--- config.mk ---
export PLATFORM = sky130hd
export DESIGN_NAME = alu
export DESIGN_NICKNAME = d
export VERILOG_FILES = /design/src/rtl/alu.sv
export SDC_FILE = /design/constraint.sdc
export NUM_CORES = 1
export LEC_CHECK = 0
export ABC_AREA = 1
export CORE_UTILIZATION = 48
export DETAILED_ROUTE_END_ITERATION = 8
export GPL_ROUTABILITY_DRIVEN = 0
export PLACE_DENSITY = 0.79
export SKIP_LAST_GASP = 1
export SYNTH_ARGS = -nofsm -noshare
export SYNTH_HDL_FRONTEND = slang
export SYNTH_SLANG_ARGS = --single-unit
--- constraint.sdc ---
create_clock -name clk -period 3.1 [get_ports clk]
set_clock_uncertainty 0.15 [all_clocks]
set_input_delay 0.775 -clock clk [delete_from_list [all_inputs] [get_ports clk]]
set_output_delay 0.775 -clock clk [all_outputs]
set_load 0.02 [all_outputs]
--- src/rtl/alu.sv ---
// Two-operand ALU (AND / OR / ADD / SUB) with registered result and NZCV-style flags.
// Latency: exactly 1 cycle from InValid sampled high to OutValid high.
// Backpressure: none. A new operation is accepted every cycle; idle cycles hold the last result.
//
// Ports:
//   clk, reset         rising-edge clock, synchronous active-high reset
//   Operand1/Operand2  operands A and B, WIDTH bits
//   ALUControl         00 AND, 01 OR, 10 ADD, 11 SUB (A-B)
//   InValid            qualifies the operands and ALUControl this cycle
//   ALUResult          registered result
//   Zero/Carry/Overflow/Negative  registered flags of the last accepted operation
//   OutValid           high in the cycle after an accepted operation
module alu #(
  parameter int WIDTH = 32
) (
  input  logic             clk,
  input  logic             reset,
  input  logic [WIDTH-1:0] Operand1,
  input  logic [WIDTH-1:0] Operand2,
  input  logic [1:0]       ALUControl,
  input  logic             InValid,
  output logic [WIDTH-1:0] ALUResult,
  output logic             Zero,
  output logic             Carry,
  output logic             Overflow,
  output logic             Negative,
  output logic             OutValid
);

  localparam logic [1:0] OP_AND = 2'b00;
  localparam logic [1:0] OP_OR  = 2'b01;

  // Combinational datapath
  logic             is_sub;
  logic [WIDTH-1:0] b_opnd;
  logic [WIDTH:0]   sum_full;
  logic             add_ovf;
  logic [WIDTH-1:0] calc_res;
  logic             calc_carry;
  logic             calc_ovf;

  // Registered state
  logic [WIDTH-1:0] result_q, result_d;
  logic             zero_q, zero_d;
  logic             carry_q, carry_d;
  logic             ovf_q, ovf_d;
  logic             neg_q, neg_d;
  logic             out_vld_q, out_vld_d;

  // SUB shares the adder: A + ~B + 1. The carry-out of that sum is the
  // not-borrow flag, i.e. 1 exactly when A >= B unsigned.
  always_comb begin
    is_sub   = (ALUControl == 2'b11);
    b_opnd   = is_sub ? ~Operand2 : Operand2;
    sum_full = {1'b0, Operand1} + {1'b0, b_opnd} + {{WIDTH{1'b0}}, is_sub};
    // Overflow on the effective addition A + b_opnd: both addends share a sign
    // and the sum's sign differs. For SUB this is "A and B differ in sign and
    // the result sign differs from A", since b_opnd carries ~B's sign.
    add_ovf  = (Operand1[WIDTH-1] == b_opnd[WIDTH-1]) &&
               (sum_full[WIDTH-1] != Operand1[WIDTH-1]);
  end

  always_comb begin
    calc_res   = sum_full[WIDTH-1:0];
    calc_carry = sum_full[WIDTH];
    calc_ovf   = add_ovf;
    case (ALUControl)
      OP_AND: begin
        calc_res   = Operand1 & Operand2;
        calc_carry = 1'b0;
        calc_ovf   = 1'b0;
      end
      OP_OR: begin
        calc_res   = Operand1 | Operand2;
        calc_carry = 1'b0;
        calc_ovf   = 1'b0;
      end
      default: ;
    endcase
  end

  // Next state: capture on InValid, otherwise hold. OutValid simply follows InValid.
  always_comb begin
    result_d  = result_q;
    zero_d    = zero_q;
    carry_d   = carry_q;
    ovf_d     = ovf_q;
    neg_d     = neg_q;
    out_vld_d = InValid;
    if (InValid) begin
      result_d = calc_res;
      zero_d   = (calc_res == '0);
      carry_d  = calc_carry;
      ovf_d    = calc_ovf;
      neg_d    = calc_res[WIDTH-1];
    end
  end

  // Reset wins over a simultaneous InValid; the presented operation is dropped.
  always_ff @(posedge clk) begin
    if (reset) begin
      result_q  <= '0;
      zero_q    <= 1'b1;
      carry_q   <= 1'b0;
      ovf_q     <= 1'b0;
      neg_q     <= 1'b0;
      out_vld_q <= 1'b0;
    end else begin
      result_q  <= result_d;
      zero_q    <= zero_d;
      carry_q   <= carry_d;
      ovf_q     <= ovf_d;
      neg_q     <= neg_d;
      out_vld_q <= out_vld_d;
    end
  end

  assign ALUResult = result_q;
  assign Zero      = zero_q;
  assign Carry     = carry_q;
  assign Overflow  = ovf_q;
  assign Negative  = neg_q;
  assign OutValid  = out_vld_q;

endmodule

==> results.cfg <==
[synthesis]
synth_top_family_by_area = simple AND/OR/NAND/NOR gates
synthAdderAreaFrac = 0.0925
synth_warnings = 0
syn_inst = 926
synth.top_cells.by_area = nand2_1 20%, dfxtp_1 15%, nor2_1 12%
synth.mux.area_fraction = 0
synth_top_area_share = 0.196
synth-simple-area-share = 0.442
syn-num-nets = 1031
synthesis.area_um2 = 4950
synth_xor_xnor_area_share = 0.0548
avgSynthCellArea_um2 = 5.35
synth.distinct_cells = 30
yosysSeqAreaShare = 0.146
synth_compound_area_frac = 0.129
yosysTopAreaCell = nand2_1
yosys_register_bits = 36

[floorplan]
die_w_um = 104
core_um2 = 9860
fp.dieH_um = 104
start_util = 0.502
ioPinCount = 106
rows = 36
die_area_um2 = 10700

[sta]
fin_crit_ns = 3.40
worst_slew_margin_rel = 0.565
setup_tns_ns = -1.03
setup_ws_ns = -0.297
max_freq_mhz = 294
hold_viol_final = 0
fin_crit_sh = 1.10
worstMarginPinSlew_ns = 0.650
worst_hold_slack_ns = 0.335
slew_viol_final = 0
setup_viol = 9
rsz0062_at_grt = yes

[worst_setup_path]
cp_max_fo = 8
end_kind = flop
start_kind = input pin
crit_required_ns = 3.19
crit_type = in -> reg
arrival_ns = 3.49

[clock_network]
root_buffer = clkbuf_8
clock_sinks = 36
clk_pin_slew_ns = 0.08
htreeDepth = 2
cts_buffer_depth = 2
cts_buffers = 5
cts_tree = done
clk_latency_ns = 0.30

[final_layout]
fin_area_um2 = 8780
layoutNonFillerInstCount = 1347
seq_area_um2 = 721
nFillCells = 449
nets = 1317
area_delta_synth_final_pct = 77.3
layout_common_cells = 194 x nand2_1, 182 x buf_4, 129 x inv_1
layout_commonest_cell = nand2_1
drive_gt1_frac = 0.340
multi_input_area_um2 = 4520

[power]
p_leak_nw = 4.70
ir_worst_vdd_uv = 303
p_per_area_nw_per_um2 = 352
total_power_mw = 3.09

[route]
post-route-drc-count = 7
wl_per_cell_um = 20.5
detail-route-antenna-nets = 0
routed_wl_um = 27600
drt_iter0_drc = 986
firstDrtPassIters = 9
routed_via_density = 6.14
via_count = 8274

[place]
placedInstanceArea_um2 = 7380
dp.cells = 1311
detailedPlacementHpwl_um = 14500
portBuffers = 105

[grt]
grtUsageTotal = 0.348
grt_pass1_vias = 6815
grt-ovfl-total = 0
grt_max_degree = 34
grt_pass1_wl_um = 30600
antenna_found_initial = 1

[worst_hold_path]
hold_class = reg -> reg

[status]
violations = DRC, setup timing
status = finished, violations left

[run]
max-cap-violations = 0
worst paths after layout:
kind                 startpoint      endpoint  slack [ns]  cells past startpoint
setup / recovery  ALUControl[0]          Zero       -0.30                     20
hold / removal         Overflow      Overflow        0.33                      2
setup reg to reg   ALUResult[7]  ALUResult[7]        2.09                      4
hold reg to reg        Overflow      Overflow        0.33                      2
cell families (layout without fill, tap and decap cells):
| family | count (synthesis) | in the layout |
|---|---|---|
| simple gates | 532 | 532 |
| buf+inv | 177 | 464 |
| compound gates | 114 | 114 |
| fa+ha+maj | 36 | 36 |
| flops | 36 | 36 |
| xor+xnor | 31 | 31 |
| other cells | 0 | 1 |
per-layer routing:
| metal | track usage | part of all wire | vias up |
|---|---|---|---|
| li1 | - | - | 3501 |
| met1 | 0.386 | 0.32 | 3616 |
| met2 | 0.608 | 0.43 | 795 |
| met3 | 0.0560 | 0.13 | 362 |
| met4 | 0.239 | 0.12 | 0 |
| met5 | 0 | 0 | - |
registers in the layout, indices dropped and copies added (netlist names):
name and cells:
ALUResult 32, Carry 1, Zero 1, OutValid 1, Overflow 1
where the power goes:
group | internal (mW) | switching, mW
registers | 0.504 | 0.0255
logic | 0.940 | 1.27
clock network | 0.157 | 0.199
total | 1.60 | 1.49
cell usage after synthesis (all sizes together):
cell    instances
clkinv          2
ha             35
nand3b          6
a21oi          36
nand3          81
clkbuf          9
o21ai          40
o211ai          7
a31oi          24
o21a            1
buf            13
nand4          10
nand2         265
inv           153
fa              1
nor3            4
o21bai          5
nor2          165
and2            1
xor2            5
xnor2          26
a31o            1
dfxtp          36
cell type report:
| type | count | area share |
|---|---|---|
| Clock buffer | 5 | 0.00784 |
| Timing Repair Buffer | 301 | 0.308 |
| Antenna cell | 1 | 0.000285 |
| Tap cell | 133 | 0.0189 |
| Multi-Input combinational cell | 713 | 0.514 |
| Clock inverter | 3 | 0.00214 |
| Inverter | 155 | 0.0662 |
| Sequential cell | 36 | 0.0821 |
critical path: stages:
cell and delay (ns):
buf_6 0.09, nand2_8 0.10, buf_16 0.18, xnor2_1 0.13, ha_2 0.42, nand2_2 0.11, nor2_4 0.14, inv_1 0.10
nor2_2 0.11, buf_4 0.13, nand3_2 0.12, nand3_1 0.12, nand2_1 0.08, nand3_1 0.07, nand2_1 0.19, inv_2 0.11
nand4_1 0.16, nor2_1 0.23, nand2_1 0.08, nand2_1 0.05
through the flow:
| step | setup WS [ns] | util |
|---|---|---|
| CTS | -0.0399 | 0.787 |
| floorplan | 0.0147 | - |
| detailed placement | -0.824 | 0.748 |
| global route | -0.648 | 0.890 |
| finish | -0.297 | 0.890 |
| global placement | -0.660 | 0.748 |
timing repair:
item / CTS / global route
setup endpoints to repair: 27 / 25
setup buffers: 7 / 17
gates resized for setup: 65 / 231
gates cloned: 2 / 1
pin swaps: 31 / 93
hold buffers: 0 / 0
No activity file was read; power rests on OpenSTA's default activity.
